File: src/rtl/protect_resp.sv
// rtl/protect_resp.sv - HV/pulse fault-response controller with cooldown, auto-retry and lockout
// Optional pulse-width limiter: define PROTECT_RESP_PULSE_LIMIT_EN.
module protect_resp #(
    parameter logic [23:0] HOLD_CYC  = 24'd1000000,
    parameter logic [3:0]  MAX_RETRY = 4'd3,
    parameter logic [7:0]  MAX_PULSE = 8'd200
) (
    input  logic       clk,
    input  logic       reset_n,
    input  logic       protect_en,
    input  logic       SensorOK_en,
    input  logic       pulse_req,
    input  logic       fault_clr,
    output logic       hv_on,
    output logic       pulse_gate,
    output logic       fault_latched,
    output logic [1:0] fault_code,
    output logic [3:0] retry_cnt,
    output logic [2:0] state_o
);

    typedef enum logic [2:0] {
        IDLE = 3'd0,
        RUN  = 3'd1,
        TRIP = 3'd2,
        COOL = 3'd3,
        LOCK = 3'd4
    } state_t;

    // HOLD_CYC of zero behaves as one healthy cycle
    localparam logic [23:0] HOLD_LAST = (HOLD_CYC == 24'd0) ? 24'd0 : HOLD_CYC - 24'd1;

    state_t      state, state_n;
    logic [23:0] cnt, cnt_n;
    logic        hv_n, gate_n, lat_n;
    logic [1:0]  code_n;
    logic [3:0]  retry_n;
    logic        healthy;
    logic        gate_ok;

    assign healthy = ~protect_en & SensorOK_en;
    assign state_o = state;

`ifdef PROTECT_RESP_PULSE_LIMIT_EN
    logic [7:0] pcnt, pcnt_n;
    logic       blk, blk_n;

    assign gate_ok = pulse_req & ~blk & (pcnt < MAX_PULSE);

    always_comb begin
        pcnt_n = gate_n ? pcnt + 8'd1 : 8'd0;
        blk_n  = blk;
        if (!pulse_req)
            blk_n = 1'b0;
        else if (pcnt >= MAX_PULSE)
            blk_n = 1'b1;
    end

    always_ff @(posedge clk or negedge reset_n) begin
        if (!reset_n) begin
            pcnt <= 8'd0;
            blk  <= 1'b0;
        end else begin
            pcnt <= pcnt_n;
            blk  <= blk_n;
        end
    end
`else
    assign gate_ok = pulse_req;
`endif

    always_ff @(posedge clk or negedge reset_n) begin
        if (!reset_n)
            state <= IDLE;
        else
            state <= state_n;
    end

    always_comb begin
        state_n = state;
        cnt_n   = cnt;
        hv_n    = 1'b0;
        gate_n  = 1'b0;
        lat_n   = 1'b0;
        code_n  = fault_code;
        retry_n = retry_cnt;
        case (state)
            IDLE: begin
                if (!healthy) begin
                    cnt_n = 24'd0;
                end else if (cnt == HOLD_LAST) begin
                    state_n = RUN;
                    cnt_n   = 24'd0;
                    hv_n    = 1'b1;
                end else begin
                    cnt_n = cnt + 24'd1;
                end
            end
            RUN: begin
                if (!healthy) begin
                    state_n = TRIP;
                    cnt_n   = 24'd0;
                    code_n  = {~SensorOK_en, protect_en};
                    retry_n = (retry_cnt == 4'd15) ? 4'd15 : retry_cnt + 4'd1;
                end else begin
                    hv_n   = 1'b1;
                    gate_n = gate_ok;
                    // a full healthy hold in RUN forgives earlier trips
                    if (cnt == HOLD_LAST)
                        retry_n = 4'd0;
                    else
                        cnt_n = cnt + 24'd1;
                end
            end
            TRIP: begin
                cnt_n = 24'd0;
                if (retry_cnt > MAX_RETRY) begin
                    state_n = LOCK;
                    lat_n   = 1'b1;
                end else begin
                    state_n = COOL;
                end
            end
            COOL: begin
                if (!healthy) begin
                    cnt_n  = 24'd0;
                    code_n = {~SensorOK_en, protect_en};
                end else if (cnt == HOLD_LAST) begin
                    state_n = RUN;
                    cnt_n   = 24'd0;
                    hv_n    = 1'b1;
                end else begin
                    cnt_n = cnt + 24'd1;
                end
            end
            LOCK: begin
                cnt_n = 24'd0;
                lat_n = 1'b1;
                if (fault_clr && healthy) begin
                    state_n = IDLE;
                    lat_n   = 1'b0;
                    retry_n = 4'd0;
                    code_n  = 2'b00;
                end
            end
            default: begin
                state_n = IDLE;
                cnt_n   = 24'd0;
                code_n  = 2'b00;
                retry_n = 4'd0;
            end
        endcase
    end

    always_ff @(posedge clk or negedge reset_n) begin
        if (!reset_n) begin
            cnt           <= 24'd0;
            hv_on         <= 1'b0;
            pulse_gate    <= 1'b0;
            fault_latched <= 1'b0;
            fault_code    <= 2'b00;
            retry_cnt     <= 4'd0;
        end else begin
            cnt           <= cnt_n;
            hv_on         <= hv_n;
            pulse_gate    <= gate_n;
            fault_latched <= lat_n;
            fault_code    <= code_n;
            retry_cnt     <= retry_n;
        end
    end

endmodule

File: config.mk
export PLATFORM = sky130hd
export DESIGN_NAME = protect_resp
export DESIGN_NICKNAME = d
export VERILOG_FILES = /design/src/rtl/protect_resp.sv
export SDC_FILE = /design/constraint.sdc
export NUM_CORES = 1
export LEC_CHECK = 0
export CORE_ASPECT_RATIO = 0.7
export CORE_UTILIZATION = 56
export DETAILED_ROUTE_END_ITERATION = 8
export PLACE_DENSITY = 0.75
export SLEW_MARGIN = 20
export SYNTH_ARGS = -nofsm -noshare
export SYNTH_HDL_FRONTEND = slang
export SYNTH_SLANG_ARGS = --single-unit
File: constraint.sdc
create_clock -name clk -period 2.6 [get_ports clk]
set_input_delay 0.52 -clock clk [delete_from_list [all_inputs] [get_ports clk]]
set_output_delay 0.52 -clock clk [all_outputs]
set_load 0.01 [all_outputs]
==> results of run 1 <==
[tightest hold or removal path, stage by stage, from the launching register on]
cell     delay [ns]
dfrtp_1        0.37
nand2_1        0.05
o21ai_0        0.06
[placed cells by master (no fill, tap or decap), drive strengths merged, types with 2 or more instances in the layout]
cell,Yosys,layout
a21oi,11,11
nand2b,5,5
o31ai,2,2
nor4,2,2
xor2,16,16
nor3,4,4
dfrtp,36,36
or2,2,2
ha,2,2
and3,10,10
nand2,17,17
and4,2,2
o21ai,11,11
or3,2,2
nand4,4,4
o21bai,2,2
and2,3,3
nor2,26,26
buf,4,3
a311o,2,2
a32o,2,2
inv,2,2
clkbuf,5,6
clkdlybuf4s50,0,17
nand3,12,12
[power breakdown]
group | total [mW] | switching, mW | internal (mW)
logic | 0.0391 | 0.0245 | 0.0146
registers | 0.563 | 0.00179 | 0.561
clock network | 0.493 | 0.208 | 0.285
[final cells by class]
type	instances	area share, %
multi-input cells	153	43.1
well taps	47	2.64
inverters	2	0.337
flip-flops and latches	36	40.4
clock buffers	6	3.26
repair buffers	20	8.65
clock inverters	2	1.57
[synthesized netlist by cell type (2+ instances only)]
master | count | area [um^2]
nand2_1 | 17 | 63.8
o21bai_1 | 2 | 15.0
a21oi_1 | 9 | 45.0
inv_1 | 2 | 7.51
ha_1 | 2 | 25.0
and4_1 | 2 | 17.5
buf_6 | 3 | 33.8
a32o_1 | 2 | 20.0
nand4_1 | 4 | 25.0
and2_1 | 3 | 18.8
o31ai_1 | 2 | 15.0
or3_1 | 2 | 12.5
or2_2 | 2 | 12.5
and3_1 | 9 | 56.3
clkbuf_1 | 5 | 18.8
a21oi_2 | 2 | 17.5
o21ai_0 | 10 | 50.1
nor3_1 | 3 | 15.0
nor2_1 | 26 | 97.6
xor2_1 | 16 | 140
nand2b_1 | 5 | 31.3
dfrtp_1 | 36 | 901
nand3_1 | 12 | 60.1
[through the flow]
| stage | power, mW | std cells | utilization, % | setup slack, ns | instance area, um^2 |
|---|---|---|---|---|---|
| 6_report | 1.09 | 266 | 69.3 | 0.413 | 2230 |
| 4_1_cts | 1.10 | 266 | 69.3 | 0.423 | 2230 |
| 2_1_floorplan | 0.591 | 200 | - | 0.762 | 1930 |
| 3_5_place_dp | 0.613 | 258 | 66.0 | 0.122 | 2120 |
| 5_1_grt | 1.12 | 266 | 69.3 | 0.316 | 2230 |
| 3_3_place_gp | 0.612 | 258 | 66.0 | 0.179 | 2120 |
[sequential cells by signal, indices dropped and copies added, names as in the netlist]
signal / flops
state_o: 3
hv_on: 1
fault_code: 2
cnt: 24
pulse_gate: 1
fault_latched: 1
retry_cnt: 4
[worst max path at each step]
stage / startpoint / endpoint / slack (ns) / cells past startpoint
floorplan: protect_en / cnt[1]$_DFFE_PN0P_ / 0.76 / 7
global placement: SensorOK_en / cnt[1]$_DFFE_PN0P_ / 0.18 / 6
detailed placement: SensorOK_en / cnt[1]$_DFFE_PN0P_ / 0.12 / 6
CTS: SensorOK_en / cnt[1]$_DFFE_PN0P_ / 0.42 / 6
global route: SensorOK_en / cnt[1]$_DFFE_PN0P_ / 0.32 / 6
finish: SensorOK_en / cnt[1]$_DFFE_PN0P_ / 0.41 / 6
[layer usage]
layer | up-vias | GRT usage [%] | wire (um)
met4 | 0 | 13.4 | 74
met5 | - | 0 | 0
met3 | 7 | 5.52 | 249
met1 | 732 | 36.5 | 2020
met2 | 49 | 33.8 | 1750
li1 | 742 | - | -
[kinds of logic (layout without fill, tap and decap cells)]
group | count (synthesis) | after routing | synth area share, %
and+or+nand+nor | 96 | 96 | 26.8
AOI/OAI and AO/OA | 37 | 37 | 13.5
DFF | 36 | 36 | 46.8
xor gates and xnor gates | 17 | 17 | 7.73
buffers and inverters | 11 | 30 | 3.38
adders and majority gates | 2 | 2 | 1.30
muxes | 1 | 1 | 0.520
==> summary.md, run 1 <==
| Metric | Value |
|---|---|
| NumNets Final | between 200 and 250 |
| CTS tree | yes |
| Core Area | 0.00321 mm^2 |
| Peak Freq | 0.457 GHz |
| Starting Density | 60.0% |
| Remaining global-route overflow | 0 |
| Setup Buffers After CTS | 0 |
| PD cells | 492 mW/mm^2 |
| Largest stage delay, worst path | 0.53 ns |
| Status | completed |
| Flop2flop setup slack | between 0.4 and 0.5 ns |
| Num CTS Buffers | 5 |
| Ys flop type | dfrtp_1 |
| CP Max Fanout | 6 |
| Setup TNS | 0 ns |
| Number of buffers inserted by port buffering | 17 |
| Register area | 901 um^2 |
| Hold path depth | 2 |
| Worst-skew pair later-pin latency | ~0.30 ns |
| Post-Synthesis Cell Area | 0.00193 mm^2 |
| Final Skew | between 0.01 and 0.015 ns |
| # fillers | 235 |
| Post-cts gate resize count | 0 |
| Vias in the first global route | 1392 |
| Worst Path Required | 2.77 ns |
| Ports | 18 |
| # hold bufs at CTS | 0 |
| Gr usage total | 24.8% |
| CTS clk-pin slew, worst paths | 0.07 ns |
| Hold Crit Class | reg2reg |
| WP data arrival | 2.36 ns |
| Hold path start | fault_code[0]$_DFFE_PN0P_ |
| Reg2Reg Depth | 5 |
| Die area | 0.00368 mm^2 |
| Largest net degree at the start of global routing | 37 |
| Final Slew Violations | 0 |
| Slew HR | between 50% and 60% |
| Critical R2R Capture | cnt[2]$_DFFE_PN0P_ |
| Number of flops mapped to enable cells by yosys | 0 |
| Root Buffer | clkbuf_8 |
| Crit path max-delay family | simple AND/OR/NAND/NOR gates |
| CP Cell Sequence | clkdlybuf4s50_1 -> or3b_1 -> nor2_1 -> and4b_1 -> mux2i_1 -> nor2_1 |
| First-pass GRT wire length | 6700 um |
| Slew @ Worst Pin | 0.709 ns |
| CP Buf/Inv Count | 1 |
| Sequential-to-total area share from yosys stat | 46.8% |
| Ys async rst share | 100% |
| Period minus WS final | 2.19 ns |
| Via-to-Cell Ratio | 5.75 |
| Post-route DRC | 0 |
| RSZ-0062 raised after global routing | false |
| Synth warn | 0 |
| CP max stage cell | clkdlybuf4s50_1 |
| Longest Clk Path Bufs | 2 |
| WHS | 0.510 ns |
| WL/cell | 15.4 um |
| Global placer's final weighted congestion | 0.807 |
| DIE WIDTH | around 72 um |
| ANT cells | 0 |
| Clock Sinks | 36 |
| Max-cap viol count | 0 |
| Crit end category | flop |
| Syn nets | 208 |
| Post-synth cell types | 47 |
| Final Cycle Share | 84.1% |
| Row count | 17 |
| End of the worst hold path | fault_code[0]$_DFFE_PN0P_ |
| Final Setup Violations | 0 |
| Lkg Pwr | about 0.96 nW |
| FF+latch count, synth | 36 |
| Drt pass-1 iters | 4 |
| 1st-iter DRT viols | 65 |
| Initial antenna violation count | 0 |
| Layout area overhead | 15.7% |
| Via Count | 1530 |
| Sum of routed wire length over all layers | 4100 um |
| Crit-path most repeated cell | nor2_1 |
| R2r startpoint | cnt[7]$_DFFE_PN0P_ |
| Syn_area_per_cell | 9.63 um^2 |
| Area of the multi-input gates | 960 um^2 |
| CP Launch Type | input pin |
| Die Height | 51.1 um |
| Share of post-route cells with drive strength above 1 | 10.5% |
| Maximum VDD drop | around 0.00045 V |
| Crit path kind | in2reg |
| Hold Violations, Final | 0 |
| Cells after Synth | 200 |
| ANT nets after route | 0 |
| H-Tree Depth | 2 |
| Post-DP HPWL | between 2000 and 3000 um |
Power figures use the tool's default switching activity.
==> run 2: changes to the inputs <==
- clock period: 2.6 -> 2.3 ns (I/O delays scaled with it)
==> run 2 against run 1 <==
  * Largest cell class unchanged
  * Sequential power rose by 13%
  * Highest routed layer unchanged
  * Largest power group unchanged
  * Critical path type is now reg2reg
  * Final cell count rose by 1.5%
  * Die area did not move
  * Clock-buffer cell count did not move
  * Setup slack got worse by 0.24 ns
  * Register-to-register slack got worse by 0.31 ns
==> summary.md, run 2 (same netlist as run 1, synthesis figures left out) <==
| Metric | Value |
|---|---|
| Via-to-Cell Ratio | 5.70 (was 5.75) |
| Hold path start | fault_code[0]$_DFFE_PN0P_ (unchanged) |
| Final Cycle Share | 92.3% |
| Core Area | 0.00321 mm^2 (unchanged) |
| RSZ-0062 raised after global routing | false (unchanged) |
| Ports | 18 (unchanged) |
| Pre-CTS setup slack | -0.0154 ns (was 0.122 ns) |
| Sum of routed wire length over all layers | 3920 um (was 4100 um) |
| # hold bufs at CTS | 0 (unchanged) |
| Hold Violations, Final | 0 (unchanged) |
| CP Max Fanout | 23 (was 6) |
| Max-cap viol count | 0 (unchanged) |
| Largest register FFs | 24 (unchanged) |
| PD cells | 513 mW/mm^2 (was 492 mW/mm^2) |
| Clock Sinks | 36 (unchanged) |
| Peak Freq | 0.471 GHz |
| Setup ws final | 0.176 ns (was 0.413 ns) |
| CP max stage cell | or4_4 (was clkdlybuf4s50_1) |
| Die area | 0.00368 mm^2 (unchanged) |
| Crit path max-delay family | simple AND/OR/NAND/NOR gates (unchanged) |
| Final Slew Violations | 0 (unchanged) |
| Share of post-route cells with drive strength above 1 | 12.6% (was 10.5%) |
| Largest Register | cnt (unchanged) |
| Slew HR | 56.7% (was 52.4%) |
| Status | completed (unchanged) |
| Final Setup Violations | 0 (unchanged) |
| 1st-iter DRT viols | 68 (was 65) |
| Num CTS Buffers | 5 (unchanged) |
| DIE WIDTH | 72.1 um (unchanged) |
| Crit end category | flop (unchanged) |
| CTS tree | yes (unchanged) |
| ANT nets after route | 0 (unchanged) |
| First-pass GRT wire length | 6660 um (was 6700 um) |
| Setup TNS | 0 ns (unchanged) |
| Slew @ Worst Pin | 0.647 ns (was 0.709 ns) |
| Number of buffers inserted by port buffering | 17 (unchanged) |
| WL/cell | 14.5 um (was 15.4 um) |
| WP data arrival | 2.29 ns (was 2.36 ns) |
| Via Count | 1538 (was 1530) |
| Met1 Routed Length | 2060 um (was 2020 um) |
| R2r startpoint | cnt[7]$_DFFE_PN0P_ (unchanged) |
| Setup Buffers After CTS | 0 (unchanged) |
| WHS | 0.506 ns (was 0.510 ns) |
| CTS clk-pin slew, worst paths | 0.07 ns (about the same) |
| Post-cts gate resize count | 0 (unchanged) |
| DP Cell Count | 262 (was 258) |
| Vias in the first global route | 1378 (was 1392) |
| Layout area overhead | 16.4% (was 15.7%) |
| Lkg Pwr | 0.974 nW (was 0.958 nW) |
| Worst Setup SP | cnt[7]$_DFFE_PN0P_ (was SensorOK_en) |
| Total length of routed met3 wires | 152 um (was 249 um) |
| Worst Path Required | 2.46 ns (was 2.77 ns) |
| Largest stage delay, worst path | 0.58 ns (was 0.53 ns) |
| Post-DP Area | 0.00215 mm^2 (was 0.00212 mm^2) |
| Final Skew | 0.00905 ns (was 0.0116 ns) |
| Period minus WS final | 2.12 ns |
| Post-route DRC | 0 (unchanged) |
| Layout Cells excl Fill | 270 (was 266) |
| Post-DP HPWL | 2820 um (was 2800 um) |
| Die Height | 51.1 um (unchanged) |
| Global placer's final weighted congestion | 0.802 (was 0.807) |
| Met2 wire length | 1660 um (was 1750 um) |
| Remaining global-route overflow | 0 (unchanged) |
| Gr usage total | 24.6% (was 24.8%) |
| Maximum VDD drop | 0.000340 V (was 0.000449 V) |
| H-Tree Depth | 2 (unchanged) |
| CP Cell Sequence | or4_4 -> nor4_4 -> and2_1 -> o31a_4 -> nor3_1 (was clkdlybuf4s50_1 -> or3b_1 -> nor2_1 -> and4b_1 -> mux2i_1 -> nor2_1) |
| Design area | 0.00224 mm^2 (was 0.00223 mm^2) |
| Worst-skew pair later-pin latency | 0.29 ns (was 0.30 ns) |
| Crit path kind | reg2reg (was in2reg) |
| Hold Crit Class | reg2reg (unchanged) |
| Top layer in use | met4 (unchanged) |
| Commonest non-fill, non-tap cells in the layout | dfrtp_1 (36), nor2_1 (26), nand2_1 (17), clkdlybuf4s50_1 (17), xor2_1 (16) (unchanged) |
| CP Buf/Inv Count | 0 (was 1) |
| Root Buffer | clkbuf_8 (unchanged) |
| Row count | 17 (unchanged) |
| Drt pass-1 iters | 5 (was 4) |
| NumNets Final | 230 (was 226) |
| ANT cells | 0 (unchanged) |
| Initial antenna violation count | 0 (unchanged) |
| CP Launch Type | flop (was input pin) |
| Starting Density | 60.0% (unchanged) |
| Longest Clk Path Bufs | 2 (unchanged) |
| Largest net degree at the start of global routing | 37 (unchanged) |
| Commonest non-fill, non-tap cell in the layout | dfrtp_1 (unchanged) |
-- run 2: metrics by stage --
stage / util [%] / power [mW]
after detailed placement: 66.9 / 0.696
after global routing: 69.8 / 1.19
after global placement: 66.9 / 0.694
after floorplan: - / 0.668
final: 69.8 / 1.15
after CTS: 69.8 / 1.16
-- run 2: worst min-delay path, cell delays in order (launching register included) --
cell,delay (ns)
dfrtp_1,0.36
nand2_1,0.05
o21ai_0,0.06
-- run 2: final timing paths --
check,cells after the start,slack [ns],to
max in group asynchronous,2,1.40,cnt[10]$_DFFE_PN0P_
hold reg to reg,2,0.51,fault_code[0]$_DFFE_PN0P_
hold / removal,2,0.51,fault_code[0]$_DFFE_PN0P_
setup / recovery,5,0.18,cnt[2]$_DFFE_PN0P_
min in group asynchronous,2,0.57,cnt[18]$_DFFE_PN0P_
setup reg to reg,5,0.18,cnt[2]$_DFFE_PN0P_
-- run 2: metal layers --
metal / vias to the layer above / track usage (%)
met5: - / 0
met4: 0 / 9.80
met3: 4 / 6.51
met2: 26 / 34.9
met1: 757 / 35.6
li1: 751 / -
-- run 2: final cells by class --
cell class | count | area [um^2]
Clock buffer | 6 | 82.6
Clock inverter | 2 | 10.0
Fill cell | 241 | 970
Inverter | 2 | 7.51
Multi-Input combinational cell | 153 | 960
Sequential cell | 36 | 901
Tap cell | 47 | 58.8
Timing Repair Buffer | 24 | 223
-- run 2: report_power, final --
group | leakage [nW] | internal (mW) | switching (mW)
logic | 0.421 | 0.0186 | 0.0281
clock network | 0.0510 | 0.239 | 0.227
registers | 0.502 | 0.634 | 0.00197
